### src/rtl/instruction_fetch_unit_if.sv
// Fetch-unit bus: control-unit strobes, instruction-memory port and fetch status.
// The master side (control unit + memory) drives strobes, targets and imemData.
interface instruction_fetch_unit_if #(
    parameter int ADDR_W    = 16,
    parameter int INSTR_W   = 16,
    parameter int RAS_DEPTH = 8
);
    localparam int CNT_W = $clog2(RAS_DEPTH) + 1;

    logic                enIF;
    logic                pcWrite;
    logic [1:0]          sigPCSrc;
    logic                pushRet;
    logic [ADDR_W-1:0]   branchTarget;
    logic [ADDR_W-1:0]   jumpTarget;
    logic [ADDR_W-1:0]   imemAddr;
    logic [INSTR_W-1:0]  imemData;
    logic [ADDR_W-1:0]   pc;
    logic [ADDR_W-1:0]   pcPlus1;
    logic [INSTR_W-1:0]  instruction;
    logic [3:0]          instructionCode;
    logic [CNT_W-1:0]    rasCount;
    logic                rasOverflow;
    logic                rasUnderflow;
    logic [31:0]         fetchCount;
    logic [31:0]         redirectCount;

    modport master (
        output enIF, pcWrite, sigPCSrc, pushRet, branchTarget, jumpTarget, imemData,
        input  imemAddr, pc, pcPlus1, instruction, instructionCode,
        input  rasCount, rasOverflow, rasUnderflow, fetchCount, redirectCount
    );

    modport slave (
        input  enIF, pcWrite, sigPCSrc, pushRet, branchTarget, jumpTarget, imemData,
        output imemAddr, pc, pcPlus1, instruction, instructionCode,
        output rasCount, rasOverflow, rasUnderflow, fetchCount, redirectCount
    );
endinterface

### src/rtl/instruction_fetch_unit.sv
// Fetch stage: PC, IR latch, next-PC select and a circular return-address stack.
// Define FETCH_PERF_CNT_EN to build the fetch/redirect performance counters.
module instruction_fetch_unit #(
    parameter int              ADDR_W    = 16,
    parameter int              INSTR_W   = 16,
    parameter int              RAS_DEPTH = 8,
    parameter logic [ADDR_W-1:0] RESET_PC  = '0
) (
    input logic                    clock,
    input logic                    reset,
    instruction_fetch_unit_if.slave bus
);
    localparam int PTR_W = $clog2(RAS_DEPTH);
    localparam int CNT_W = PTR_W + 1;
    localparam logic [CNT_W-1:0] RAS_FULL = CNT_W'(RAS_DEPTH);

    localparam logic [1:0] SRC_SEQ    = 2'b00;
    localparam logic [1:0] SRC_BRANCH = 2'b01;
    localparam logic [1:0] SRC_JUMP   = 2'b10;
    localparam logic [1:0] SRC_RET    = 2'b11;

    logic [ADDR_W-1:0]  pcReg;
    logic [ADDR_W-1:0]  pcPlus1Reg;
    logic [INSTR_W-1:0] irReg;
    logic [ADDR_W-1:0]  seqAddr;
    logic [ADDR_W-1:0]  nextPc;
    logic [ADDR_W-1:0]  rasTopValue;
    logic [ADDR_W-1:0]  rasMem [RAS_DEPTH];
    logic [PTR_W-1:0]   topPtr;
    logic [PTR_W-1:0]   pushPtr;
    logic [CNT_W-1:0]   rasCnt;
    logic               ovfFlag;
    logic               unfFlag;
    logic               doPush;
    logic               doPop;
    logic               rasEmpty;
    logic               rasFull;

    always_comb begin
        seqAddr     = pcReg + ADDR_W'(1);
        doPush      = bus.pcWrite && (bus.sigPCSrc == SRC_JUMP) && bus.pushRet;
        doPop       = bus.pcWrite && (bus.sigPCSrc == SRC_RET);
        rasEmpty    = (rasCnt == '0);
        rasFull     = (rasCnt == RAS_FULL);
        pushPtr     = topPtr + PTR_W'(1);
        rasTopValue = rasMem[topPtr];
        nextPc      = seqAddr;
        unique case (bus.sigPCSrc)
            SRC_SEQ:    nextPc = seqAddr;
            SRC_BRANCH: nextPc = bus.branchTarget;
            SRC_JUMP:   nextPc = bus.jumpTarget;
            SRC_RET:    nextPc = rasEmpty ? seqAddr : rasTopValue;
            default:    nextPc = seqAddr;
        endcase
    end

    always_ff @(posedge clock or posedge reset) begin
        if (reset) begin
            pcReg      <= RESET_PC;
            pcPlus1Reg <= RESET_PC + ADDR_W'(1);
            irReg      <= '0;
        end else begin
            if (bus.enIF) begin
                irReg      <= bus.imemData;
                pcPlus1Reg <= seqAddr;
            end
            if (bus.pcWrite) begin
                pcReg <= nextPc;
            end
        end
    end

    // A push when full lands on the oldest slot (top+1), so the count just saturates.
    always_ff @(posedge clock or posedge reset) begin
        if (reset) begin
            topPtr  <= '0;
            rasCnt  <= '0;
            ovfFlag <= 1'b0;
            unfFlag <= 1'b0;
        end else begin
            if (doPush) begin
                topPtr <= pushPtr;
                if (rasFull) begin
                    ovfFlag <= 1'b1;
                end else begin
                    rasCnt <= rasCnt + CNT_W'(1);
                end
            end else if (doPop) begin
                if (rasEmpty) begin
                    unfFlag <= 1'b1;
                end else begin
                    topPtr <= topPtr - PTR_W'(1);
                    rasCnt <= rasCnt - CNT_W'(1);
                end
            end
        end
    end

    always_ff @(posedge clock) begin
        if (doPush) begin
            rasMem[pushPtr] <= seqAddr;
        end
    end

`ifdef FETCH_PERF_CNT_EN
    logic [31:0] fetchCnt;
    logic [31:0] redirectCnt;

    always_ff @(posedge clock or posedge reset) begin
        if (reset) begin
            fetchCnt    <= '0;
            redirectCnt <= '0;
        end else begin
            if (bus.enIF) begin
                fetchCnt <= fetchCnt + 32'd1;
            end
            if (bus.pcWrite && (bus.sigPCSrc != SRC_SEQ)) begin
                redirectCnt <= redirectCnt + 32'd1;
            end
        end
    end

    assign bus.fetchCount    = fetchCnt;
    assign bus.redirectCount = redirectCnt;
`else
    assign bus.fetchCount    = '0;
    assign bus.redirectCount = '0;
`endif

    assign bus.imemAddr        = pcReg;
    assign bus.pc              = pcReg;
    assign bus.pcPlus1         = pcPlus1Reg;
    assign bus.instruction     = irReg;
    assign bus.instructionCode = irReg[INSTR_W-1 -: 4];
    assign bus.rasCount        = rasCnt;
    assign bus.rasOverflow     = ovfFlag;
    assign bus.rasUnderflow    = unfFlag;
endmodule

### src/flat_wrapper.sv
// flat-port wrapper written by rule: the top's interface ports become plain ports
module instruction_fetch_unit_flat 
#(
    parameter int              ADDR_W    = 16,
    parameter int              INSTR_W   = 16,
    parameter int              RAS_DEPTH = 8,
    parameter logic [ADDR_W-1:0] RESET_PC  = '0
)
  (clock, reset, bus_enIF, bus_pcWrite, bus_sigPCSrc, bus_pushRet, bus_branchTarget, bus_jumpTarget, bus_imemData, bus_imemAddr, bus_pc, bus_pcPlus1, bus_instruction, bus_instructionCode, bus_rasCount, bus_rasOverflow, bus_rasUnderflow, bus_fetchCount, bus_redirectCount);
  instruction_fetch_unit_if #(.ADDR_W(ADDR_W), .INSTR_W(INSTR_W), .RAS_DEPTH(RAS_DEPTH)) bus_i ();
  input logic clock;
  input logic reset;
  input wire logic [$bits(bus_i.enIF)-1:0] bus_enIF;
  input wire logic [$bits(bus_i.pcWrite)-1:0] bus_pcWrite;
  input wire logic [$bits(bus_i.sigPCSrc)-1:0] bus_sigPCSrc;
  input wire logic [$bits(bus_i.pushRet)-1:0] bus_pushRet;
  input wire logic [$bits(bus_i.branchTarget)-1:0] bus_branchTarget;
  input wire logic [$bits(bus_i.jumpTarget)-1:0] bus_jumpTarget;
  input wire logic [$bits(bus_i.imemData)-1:0] bus_imemData;
  output wire logic [$bits(bus_i.imemAddr)-1:0] bus_imemAddr;
  output wire logic [$bits(bus_i.pc)-1:0] bus_pc;
  output wire logic [$bits(bus_i.pcPlus1)-1:0] bus_pcPlus1;
  output wire logic [$bits(bus_i.instruction)-1:0] bus_instruction;
  output wire logic [$bits(bus_i.instructionCode)-1:0] bus_instructionCode;
  output wire logic [$bits(bus_i.rasCount)-1:0] bus_rasCount;
  output wire logic [$bits(bus_i.rasOverflow)-1:0] bus_rasOverflow;
  output wire logic [$bits(bus_i.rasUnderflow)-1:0] bus_rasUnderflow;
  output wire logic [$bits(bus_i.fetchCount)-1:0] bus_fetchCount;
  output wire logic [$bits(bus_i.redirectCount)-1:0] bus_redirectCount;
  assign bus_i.enIF = bus_enIF;
  assign bus_i.pcWrite = bus_pcWrite;
  assign bus_i.sigPCSrc = bus_sigPCSrc;
  assign bus_i.pushRet = bus_pushRet;
  assign bus_i.branchTarget = bus_branchTarget;
  assign bus_i.jumpTarget = bus_jumpTarget;
  assign bus_i.imemData = bus_imemData;
  assign bus_imemAddr = bus_i.imemAddr;
  assign bus_pc = bus_i.pc;
  assign bus_pcPlus1 = bus_i.pcPlus1;
  assign bus_instruction = bus_i.instruction;
  assign bus_instructionCode = bus_i.instructionCode;
  assign bus_rasCount = bus_i.rasCount;
  assign bus_rasOverflow = bus_i.rasOverflow;
  assign bus_rasUnderflow = bus_i.rasUnderflow;
  assign bus_fetchCount = bus_i.fetchCount;
  assign bus_redirectCount = bus_i.redirectCount;
  instruction_fetch_unit #(.ADDR_W(ADDR_W), .INSTR_W(INSTR_W), .RAS_DEPTH(RAS_DEPTH), .RESET_PC(RESET_PC)) u_core (.clock(clock), .reset(reset), .bus(bus_i));
endmodule
### config.mk
export PLATFORM = sky130hd
export DESIGN_NAME = instruction_fetch_unit_flat
export DESIGN_NICKNAME = d
export VERILOG_FILES = /design/src/rtl/instruction_fetch_unit_if.sv /design/src/rtl/instruction_fetch_unit.sv /design/src/flat_wrapper.sv
export SDC_FILE = /design/constraint.sdc
export NUM_CORES = 1
export LEC_CHECK = 0
export CAP_MARGIN = 25
export CORE_MARGIN = 5
export CORE_UTILIZATION = 36
export CTS_BUF_LIST = sky130_fd_sc_hd__clkbuf_4
export DETAILED_ROUTE_END_ITERATION = 12
export SLEW_MARGIN = 25
export SYNTH_ARGS = -nofsm -noshare
export SYNTH_HDL_FRONTEND = slang
export SYNTH_SLANG_ARGS = --single-unit
export TNS_END_PERCENT = 10
### constraint.sdc
create_clock -name clock -period 3.85 [get_ports clock]
set_input_delay 0.5775 -clock clock [delete_from_list [all_inputs] [get_ports clock]]
set_output_delay 0.5775 -clock clock [all_outputs]
set_load 0.05 [all_outputs]
==> results by group, run 1 <==
Clock tree
  • CTS buffer count: 17
  • CTS Root Cell: clkbuf_4
  • Clock buffer depth: 2
  • Post-CTS Setup Inserts: 0
  • CTS sink count: 185
  • H-Tree Depth: 4
  • Clock insertion delay at the later pin of the skew report: 0.57 ns
  • CTS tree: yes
  • CTS clk-pin slew, worst paths: 0.16 ns
  • CTS resizes: 0
  • CTS Hold Bufs: 0

Place
  • Buffers added on ports: 128
  • GPL Wtd Cong: 0.848
  • Hpwl dp: 15600 µm

Timing
  • Endpoints failing hold: 0
  • Unrepaired setup endpoints after global routing: no
  • Max_slew headroom: 40.0%
  • Final setup fails: 0
  • Tcrit/Tclk final: 68.7%
  • Peak Freq: 378 MHz
  • Hold Worst Slack: 0.444 ns
  • Max Slew Vio Count: 0
  • Final TNS setup: 0 ns
  • Clk_skew: 0.0364 ns
  • Actual slew at the worst max-slew pin: 0.894 ns
  • Period minus WS final: 2.64 ns

Yosys
  • Post-synth top flop: edfxtp_1
  • Synth area leaders: edfxtp_1 (43%), dfrtp_1 (16%), mux4_2 (7.3%), buf_4 (7.2%), mux2_2 (3.6%)
  • Async SR Flop Fraction: 30.8%
  • Synth cell types: 73
  • Syn Inst Count: 661
  • Post-synth top area share: 42.8%
  • Mapped cell area: 8980 µm²
  • Syn_area_per_cell: 13.6 µm²
  • Synth Warn #: 0
  • Post-synthesis sequential area ratio: 58.7%
  • Synth Register Bits: 185
  • Cell taking the most area after synthesis: edfxtp_1
  • Number of synthesized flops with an enable pin: 128

Finish
  • Area grow syn2layout: 17.8%
  • Nets@finish: 841
  • Share of cells above drive strength 1: 18.2%

Floorplan
  • Core area: 24500 µm²
  • Die X: 168 µm
  • Die area: 28200 µm²
  • Cell Rows: 57
  • Initial Util: 36.7%
  • Die Height: 168 µm
  • # IOs: 193

Pwr
  • Clock power frac: 15.9%
  • Internal: 3.97 mW
  • Peak VDD IR: 0.000261 V
  • Overall power: 6.84 mW
  • Combinational power share: 44.0%
  • Static Leak: 3.80 nW
  • Power per cell area: 646 nW/µm²
  • Sw Share: 41.9%
  • Register share of total power: 40.2%
  • P_sw: 2.86 mW

Drt
  • WL final: 21900 µm
  • DR DRC count: 0
  • Final ANT Viol Nets: 0
  • DR vias: 5542
  • Pre-antenna DRT Iters: 5
  • DR iter-0 viols: 406
  • WL/cell: 19.6 µm
  • Via/cell ratio: 4.96

Critical path
  • Reg2Reg Setup Slack: 1.21 ns
  • R2R cell count: 5
  • CP arrival: 2.88 ns
  • Worst-path maximum fanout: 9
  • Critical R2R Launch: u_core.bus.imemAddr[1]
  • Crit end category: register
  • Setup Crit Path Kind: reg -> reg
  • Req. time, crit path: 4.08 ns
  • Startpoint types: register
  • RR Endpoint: u_core.rasMem[4][14]

Global routing
  • Total GRT Usage: 15.3%
  • First-pass GRT wire length: 33300 µm
  • Initial antenna violation count: 1
  • Largest net degree at the start of global routing: 39
  • GRT Residual Overflow: 0
  • Vias in the first global route: 5494

Worst hold path
  • Worst hold path type: in -> async

Run
  • Max-cap viol count: 0

Status
  • Status: finished clean
cells in the mapped netlist (3+ instances only):
cell and number:
edfxtp_1 128, buf_4 86, dfrtp_1 56, nand2_1 39
nor2_1 34, mux2_2 29, mux4_2 29, a21oi_1 23
o21ai_0 20, inv_1 17, clkbuf_1 13, nor3_1 13
mux2i_1 12, nand3_1 12, xnor2_1 12, buf_2 10
nand2b_1 8, nor2b_1 7, xor2_1 7, a31oi_1 6
buf_6 6, o22ai_1 6, ha_1 5, o211ai_1 4
o21a_1 4, or2_2 4, a211oi_1 3, a2bb2oi_1 3
buf_1 3, nand4_1 3, nor2_4 3, o221ai_1 3
o32ai_1 3, or3_1 3
cell type report:
type                       instances  area [µm²]
antenna                            1        2.50
clock inverter                    13         145
inverter                          18        67.6
sequential                       185        5270
tap                              324         405
timing repair buffer             156        1490
fill                            2222       13900
multi-input combinational        402        3060
clock buffer                      19         143
metal layers:
layer	vias up	global-route usage, %	share of wire, %
met4	0	4.52	1.8
li1	2545	-	-
met3	29	3.92	7.7
met5	-	0	0
met2	218	24.0	46
met1	2750	21.1	44
cells in the final DEF (no fill, tap or decap), types with 7 or more instances in the layout:
cell / Yosys / layout
nand3_1: 12 / 12
clkbuf_4: 1 / 19
inv_1: 17 / 16
dfrtp_1: 56 / 56
nor2b_1: 7 / 7
nand2_1: 39 / 39
nor3_1: 13 / 11
xor2_1: 7 / 7
clkdlybuf4s50_1: 0 / 127
nand2b_1: 8 / 8
edfxtp_1: 128 / 128
buf_4: 86 / 28
mux2_2: 29 / 29
mux4_2: 29 / 29
mux2i_1: 12 / 12
o21ai_0: 20 / 20
conb_1: 1 / 64
a21oi_1: 23 / 23
nor2_1: 34 / 34
xnor2_1: 12 / 12
worst max-delay path, cell delays in order (launching register included):
cell	delay (ns)
dfrtp_1	0.57
ha_1	0.33
nand3_2	0.25
nor4_1	0.44
xnor2_1	0.40
inv_1	0.32
stage by stage:
stage                     utilization (%)  setup WS, ns  std cells  cell area, µm²
after floorplan                         -         0.905        724            9220
after global placement               42.1          1.06       1085           10300
after detailed placement             42.1          1.05       1085           10300
after CTS                            43.3          1.12       1117           10600
after global routing                 43.3         0.993       1118           10600
final                                43.3          1.21       1118           10600
registers in the layout, summed over array words and instances (netlist names):
register	cells
u_core.bus.imemAddr	16
u_core.rasMem	128
u_core.bus.instruction	16
u_core.bus.rasCount	4
u_core.topPtr	3
u_core.bus.pcPlus1	16
u_core.bus.rasOverflow	1
u_core.bus.rasUnderflow	1
how the worst max path moves through the flow:
| stage | start | to | slack, ns | cells after the start |
|---|---|---|---|---|
| finish | u_core.bus.imemAddr[1] | u_core.rasMem[4][14] | 1.21 | 5 |
| global route | u_core.topPtr[0] | u_core.rasMem[4][14] | 0.99 | 5 |
| CTS | u_core.bus.imemAddr[10] | bus_pc[10] | 1.12 | 1 |
| detailed placement | bus_sigPCSrc[0] | u_core.bus.rasCount[3] | 1.05 | 10 |
| global placement | bus_sigPCSrc[0] | u_core.bus.rasCount[3] | 1.06 | 10 |
| floorplan | bus_sigPCSrc[0] | u_core.rasMem[1][0] | 0.91 | 5 |
power by group through the flow:
stage               registers (mW)  clock network, mW  logic, mW
floorplan                     3.23                  0       1.77
global placement              2.79                  0       3.02
detailed placement            2.80                  0       3.02
CTS                           2.75               1.14       3.03
global route                  2.80               1.21       3.20
finish                        2.75               1.08       3.01
logic make-up after synthesis:
family                     count (synthesis)  share of synthesized area [%]
muxes                                     71                           12.4
xor gates and xnor gates                  22                           2.40
and+or+nand+nor                          142                           8.36
AOI/OAI and AO/OA                         97                           7.26
buffers and inverters                    137                           10.0
adders and majority gates                  6                          0.919
DFF                                      185                           58.7
other                                      1                         0.0417
(Power assumes the default switching activity.)
==> run 2: changes to the inputs <==
==> constraint.sdc (replaced) <==
create_clock -name clock -period 2.61 [get_ports clock]
set_input_delay 0.3915 -clock clock [delete_from_list [all_inputs] [get_ports clock]]
set_output_delay 0.3915 -clock clock [all_outputs]
set_load 0.05 [all_outputs]
==> run 2 against run 1 <==
Register-to-register slack worse by 0.98 ns. Count of clock-buffer cells in the layout is 1 lower. Sequential share of layout area is 1.2 points lower. Cell count is 2.0% higher. Global-route usage is 0.22 points higher. Non-clock buffer count is 22 higher. Combinational power is 55% higher. Critical path depth is 4 lower. Sequential cell count stayed put.
==> results by group, run 2 (same netlist as run 1, synthesis figures left out) <==
Status
  • Status: finished clean (unchanged)

Finish
  • Area grow syn2layout: 20.7% (was 17.8%)
  • Most frequent cells in the layout: edfxtp_1 (128), clkdlybuf4s50_1 (127), conb_1 (64), dfrtp_1 (56), buf_4 (44) (was edfxtp_1 (128), clkdlybuf4s50_1 (127), conb_1 (64), dfrtp_1 (56), nand2_1 (39))
  • Largest Register: u_core.rasMem (unchanged)
  • Final Non-Filler Cells: 1140 (was 1118)
  • Nets@finish: 863 (was 841)
  • Final Util: 44.3% (was 43.3%)
  • Commonest non-fill, non-tap cell in the layout: edfxtp_1 (unchanged)
  • Max FFs per register: 128 (unchanged)
  • Share of cells above drive strength 1: 20.2% (was 18.2%)
  • Post-route cell area: 10800 µm² (was 10600 µm²)

Pwr
  • Static Leak: 3.94 nW (was 3.80 nW)
  • Internal: 6.11 mW (was 3.97 mW)
  • Power per cell area: 957 nW/µm² (was 646 nW/µm²)
  • Combinational power share: 45.1% (was 44.0%)
  • Sw Share: 41.2% (was 41.9%)
  • Peak VDD IR: 0.000571 V (was 0.000261 V)
  • Clock power frac: 16.2% (was 15.9%)
  • Register share of total power: 38.6% (was 40.2%)
  • Overall power: 10.4 mW (was 6.84 mW)
  • P_sw: 4.27 mW (was 2.86 mW)

Floorplan
  • Die X: 168 µm (unchanged)
  • Die area: 28200 µm² (unchanged)
  • Cell Rows: 57 (unchanged)
  • Initial Util: 36.7% (unchanged)
  • Die Height: 168 µm (unchanged)
  • # IOs: 193 (unchanged)
  • Core area: 24500 µm² (unchanged)

Worst hold path
  • Hold EP: u_core.bus.instruction[15]
  • Hold Crit Depth: 2
  • Worst hold path type: in -> reg (was in -> async)
  • Hold Path Origin: bus_imemData[15]

Global routing
  • Total GRT Usage: 15.5% (was 15.3%)
  • Routing usage on met2: 24.6% (was 24.0%)
  • Vias in the first global route: 5584 (was 5494)
  • GR Layer Usage met3: 3.99% (was 3.92%)
  • First-pass GRT wire length: 33900 µm (was 33300 µm)
  • Largest net degree at the start of global routing: 39 (unchanged)
  • Initial antenna violation count: 1 (unchanged)
  • GRT Max-Usage Layer: met2 (unchanged)
  • Routing usage on met1: 21.7% (was 21.1%)
  • GRT Residual Overflow: 0 (unchanged)

Critical path
  • Worst path bufs/invs: 1 (unchanged)
  • R2R cell count: 5 (unchanged)
  • Slowest CP cell: clkdlybuf4s50_1 (was dfrtp_1)
  • Req. time, crit path: 2.22 ns (was 4.08 ns)
  • Worst-path maximum fanout: 9 (unchanged)
  • Startpoint types: register (unchanged)
  • Crit end category: primary output (was register)
  • Worst path top cell family by delay: buffers and inverters (was simple AND/OR/NAND/NOR gates)
  • Critical R2R Launch: u_core.bus.imemAddr[0] (was u_core.bus.imemAddr[1])
  • Setup Crit Path Kind: reg -> out (was reg -> reg)
  • RR Endpoint: u_core.rasMem[2][14] (was u_core.rasMem[4][14])
  • Worst path cell trace: clkdlybuf4s50_1 (was ha_1, nand3_2, nor4_1, xnor2_1, inv_1)
  • Reg2Reg Setup Slack: 0.23 ns (was 1.21 ns)
  • Max incr delay on CP: 0.89 ns (was 0.57 ns)
  • CP arrival: 2.08 ns (was 2.88 ns)

Timing
  • Peak Freq: 405 MHz
  • Hold Worst Slack: 0.416 ns (was 0.444 ns)
  • Max_slew headroom: 38.6% (was 40.0%)
  • Tcrit/Tclk final: 94.6%
  • Unrepaired setup endpoints after global routing: no (unchanged)
  • Actual slew at the worst max-slew pin: 0.915 ns (was 0.894 ns)
  • Final setup fails: 0 (unchanged)
  • Final Worst Setup Slack: 0.141 ns (was 1.21 ns)
  • Max Slew Vio Count: 0 (unchanged)
  • Period minus WS final: 2.47 ns
  • Final TNS setup: 0 ns (unchanged)
  • Clk_skew: 0.0436 ns (was 0.0364 ns)
  • Endpoints failing hold: 0 (unchanged)

Clock tree
  • CTS tree: yes (unchanged)
  • Clock insertion delay at the later pin of the skew report: 0.58 ns (was 0.57 ns)
  • CTS sink count: 185 (unchanged)
  • Clock buffer depth: 2 (unchanged)
  • H-Tree Depth: 4 (unchanged)
  • CTS clk-pin slew, worst paths: 0.16 ns (about the same)
  • Post-CTS Setup Inserts: 0 (unchanged)
  • CTS Root Cell: clkbuf_4 (unchanged)
  • CTS buffer count: 17 (unchanged)

Place
  • Post-placement setup slack: 0.152 ns (was 1.05 ns)
  • GPL Wtd Cong: 0.828 (was 0.848)
  • Buffers added on ports: 128 (unchanged)
  • Placed instance count: 1106 (was 1085)
  • Hpwl dp: 16200 µm (was 15600 µm)
  • Placed cell area: 10500 µm² (was 10300 µm²)

Run
  • Max-cap viol count: 0 (unchanged)

Drt
  • Via/cell ratio: 4.89 (was 4.96)
  • WL/cell: 19.4 µm (was 19.6 µm)
  • DR vias: 5576 (was 5542)
  • Pre-antenna DRT Iters: 5 (unchanged)
  • Final ANT Viol Nets: 0 (unchanged)
  • WL final: 22200 µm (was 21900 µm)
  • DR DRC count: 0 (unchanged)
  • DR iter-0 viols: 382 (was 406)
-- run 2: timing repair --
item,in CTS,in global routing
endpoints found under the setup margin,0,1
hold buffers,1,0
endpoints found under the hold margin,5,0
resized for setup,0,1
-- run 2: power groups by stage --
| stage | clock network (mW) | registers [mW] | logic [mW] |
|---|---|---|---|
| finish | 1.69 | 4.01 | 4.68 |
| global placement | 0 | 4.07 | 4.70 |
| CTS | 1.75 | 4.02 | 4.72 |
| floorplan | 0 | 4.76 | 2.61 |
| global route | 1.87 | 4.08 | 4.99 |
| detailed placement | 0 | 4.08 | 4.70 |
-- run 2: cell type report --
cell class / instances / area (µm²)
Antenna cell: 1 / 2.50
Multi-Input combinational cell: 402 / 3070
Sequential cell: 185 / 5270
Tap cell: 324 / 405
Clock inverter: 14 / 174
Fill cell: 2249 / 13600
Clock buffer: 18 / 135
Timing Repair Buffer: 178 / 1720
Inverter: 18 / 67.6
-- run 2: worst max path at each step --
stage	start	end	slack [ns]	cells past startpoint
CTS	u_core.bus.imemAddr[10]	bus_pc[10]	0.07	1
global placement	bus_sigPCSrc[0]	u_core.bus.rasCount[3]	0.14	9
global route	u_core.bus.imemAddr[10]	bus_pc[10]	0.006	1
detailed placement	bus_sigPCSrc[0]	u_core.bus.rasCount[3]	0.15	9
finish	u_core.bus.imemAddr[10]	bus_pc[10]	0.14	1
floorplan	u_core.topPtr[1]	u_core.rasMem[1][0]	-0.25	6
-- run 2: layer usage --
layer  vias up  wire (µm)
met5         -          0
met1      2740       9900
met4         0        139
met3         9       1650
met2       248      10500
li1       2579          -
==> run 3: changes to the inputs <==
--- a/config.mk
+++ b/config.mk
@@ -10,6 +10,7 @@
 export CORE_UTILIZATION = 36
 export CTS_BUF_LIST = sky130_fd_sc_hd__clkbuf_4
 export DETAILED_ROUTE_END_ITERATION = 12
+export PLACE_DENSITY_LB_ADDON = 0.1
 export SLEW_MARGIN = 25
 export SYNTH_ARGS = -nofsm -noshare
 export SYNTH_HDL_FRONTEND = slang
==> run 3 against run 2 <==
Count of clock-buffer cells in the layout is 1 lower. Highest routed layer unchanged. Die area stayed put. Hold slack worse by 0.24 ns. Worst setup slack worse by 0.073 ns.
==> results by group, run 3 (same netlist as run 1, synthesis figures left out) <==
Clock tree
  • Clock buffer depth: 2 (unchanged)
  • CTS Root Cell: clkbuf_4 (unchanged)
  • CTS sink count: 185 (unchanged)
  • Post-CTS Setup Inserts: 0 (unchanged)
  • CTS buffer count: 17 (unchanged)
  • H-Tree Depth: 4 (unchanged)
  • CTS clk-pin slew, worst paths: 0.17 ns (was 0.16 ns)
  • CTS tree: yes (unchanged)
  • Clock insertion delay at the later pin of the skew report: 0.60 ns (was 0.58 ns)

Finish
  • Most frequent cells in the layout: edfxtp_1 (128), clkdlybuf4s50_1 (126), conb_1 (64), dfrtp_1 (56), buf_4 (50) (was edfxtp_1 (128), clkdlybuf4s50_1 (127), conb_1 (64), dfrtp_1 (56), buf_4 (44))
  • Share of cells above drive strength 1: 20.8% (was 20.2%)
  • Sequential cell area: 5270 µm² (unchanged)
  • Nets@finish: 867 (was 863)
  • Commonest non-fill, non-tap cell in the layout: edfxtp_1 (unchanged)
  • Max FFs per register: 128 (unchanged)
  • Area of the multi-input gates: 3060 µm² (was 3070 µm²)
  • Area grow syn2layout: 21.1% (was 20.7%)
  • Largest Register: u_core.rasMem (unchanged)
  • Layout fillers: 2236 (was 2249)
  • Final Util: 44.5% (was 44.3%)

Timing
  • Actual slew at the worst max-slew pin: 0.878 ns (was 0.915 ns)
  • Final setup fails: 0 (unchanged)
  • Unrepaired setup endpoints after global routing: yes (was no)
  • Max Slew Vio Count: 0 (unchanged)
  • Endpoints failing hold: 0 (unchanged)
  • Clk_skew: 0.0217 ns (was 0.0436 ns)
  • Peak Freq: 393 MHz (was 405 MHz)
  • Tcrit/Tclk final: 97.4% (was 94.6%)
  • Period minus WS final: 2.54 ns (was 2.47 ns)
  • Hold Worst Slack: 0.178 ns (was 0.416 ns)
  • Max_slew headroom: 41.5% (was 38.6%)
  • Final TNS setup: 0 ns (unchanged)

Floorplan
  • Cell Rows: 57 (unchanged)
  • Die X: 168 µm (unchanged)
  • Die Height: 168 µm (unchanged)
  • # IOs: 193 (unchanged)
  • Initial Util: 36.7% (unchanged)
  • Core area: 24500 µm² (unchanged)
  • Die area: 28200 µm² (unchanged)

Pwr
  • Power per cell area: 963 nW/µm² (was 957 nW/µm²)
  • Register share of total power: 38.7% (was 38.6%)
  • P_sw: 4.55 mW (was 4.27 mW)
  • Combinational power share: 44.9% (was 45.1%)
  • Peak VDD IR: 0.000520 V (was 0.000571 V)
  • Sw Share: 43.4% (was 41.2%)
  • Internal: 5.93 mW (was 6.11 mW)
  • Static Leak: 3.97 nW (was 3.94 nW)
  • Clock power frac: 16.4% (was 16.2%)

Critical path
  • Startpoint types: register (unchanged)
  • Worst-path maximum fanout: 9 (unchanged)
  • Max incr delay on CP: 0.90 ns (was 0.89 ns)
  • Req. time, crit path: 2.22 ns (about the same)
  • Worst path cell trace: clkdlybuf4s50_1 (unchanged)
  • Worst path bufs/invs: 1 (unchanged)
  • Setup Crit Path Kind: reg -> out (unchanged)
  • Slowest CP cell: clkdlybuf4s50_1 (unchanged)
  • CP arrival: 2.15 ns (was 2.08 ns)
  • Worst path top cell family by delay: buffers and inverters (unchanged)
  • Crit end category: primary output (unchanged)

Drt
  • Pre-antenna DRT Iters: 4 (was 5)
  • Final ANT Viol Nets: 0 (unchanged)
  • DR vias: 5812 (was 5576)
  • DR DRC count: 0 (unchanged)
  • WL final: 24900 µm (was 22200 µm)
  • WL/cell: 21.8 µm (was 19.4 µm)
  • Via/cell ratio: 5.08 (was 4.89)
  • DR iter-0 viols: 378 (was 382)

Global routing
  • GRT Residual Overflow: 0 (unchanged)
  • Total GRT Usage: 17.6% (was 15.5%)
  • Largest net degree at the start of global routing: 39 (unchanged)
  • Initial antenna violation count: 1 (unchanged)
  • First-pass GRT wire length: 37500 µm (was 33900 µm)
  • Vias in the first global route: 6013 (was 5584)

Place
  • Buffers added on ports: 128 (unchanged)
  • GPL Wtd Cong: 0.809 (was 0.828)
  • Hpwl dp: 18200 µm (was 16200 µm)

Status
  • Status: finished clean (unchanged)

Run
  • Max-cap viol count: 0 (unchanged)

Worst hold path
  • Worst hold path type: in -> async (was in -> reg)
[run 3: final timing paths]
kind | from | end | slack, ns | depth (start not counted)
worst max-delay path | u_core.bus.imemAddr[10] | bus_pc[10] | 0.07 | 1
worst min-delay path | reset | u_core.bus.imemAddr[10] | 0.18 | 3
worst max register to register | u_core.topPtr[1] | u_core.bus.imemAddr[4] | 0.21 | 6
worst min register to register | u_core.bus.pcPlus1[0] | u_core.bus.pcPlus1[0] | 0.50 | 2
max in group asynchronous | reset | u_core.bus.pcPlus1[2] | 2.07 | 3
min in group clock | bus_imemData[0] | u_core.bus.instruction[0] | 0.39 | 2
[run 3: layout make-up]
| class | instances | area share (%) |
|---|---|---|
| Clock buffer | 17 | 1.17 |
| Clock inverter | 15 | 1.91 |
| Inverter | 18 | 0.621 |
| Antenna cell | 2 | 0.0460 |
| Multi-Input combinational cell | 402 | 28.1 |
| Timing Repair Buffer | 182 | 15.9 |
| Tap cell | 324 | 3.73 |
| Sequential cell | 185 | 48.4 |
[run 3: per-stage QoR]
stage / setup slack [ns] / std cells / power, mW / area [µm²]
after floorplan: -0.254 / 724 / 7.37 / 9220
after global placement: 0.205 / 1111 / 8.80 / 10500
after detailed placement: 0.173 / 1111 / 8.86 / 10500
after CTS: 0.0351 / 1143 / 10.6 / 10900
after global routing: -0.0650 / 1144 / 11.0 / 10900
final: 0.0674 / 1145 / 10.5 / 10900
[run 3: power by group through the flow]
stage               logic [mW]  registers [mW]  clock network, mW
floorplan                 2.61            4.76                  0
global placement          4.69            4.11                  0
detailed placement        4.73            4.13                  0
CTS                       4.74            4.07               1.77
global route              5.00            4.12               1.90
finish                    4.70            4.06               1.72
[run 3: what timing repair did]
| item | 4_1_cts | 5_1_grt |
|---|---|---|
| endpoints found under the hold margin | 0 | 0 |
| endpoints found under the setup margin | 0 | 2 |
| hold buffers | 0 | 0 |
| gates resized for setup | 0 | 1 |
[run 3: layer usage]
layer	global-route usage, %	wire (µm)
met5	0	0
met4	3.25	259
met3	4.10	1770
met2	27.6	11600
met1	25.3	11300
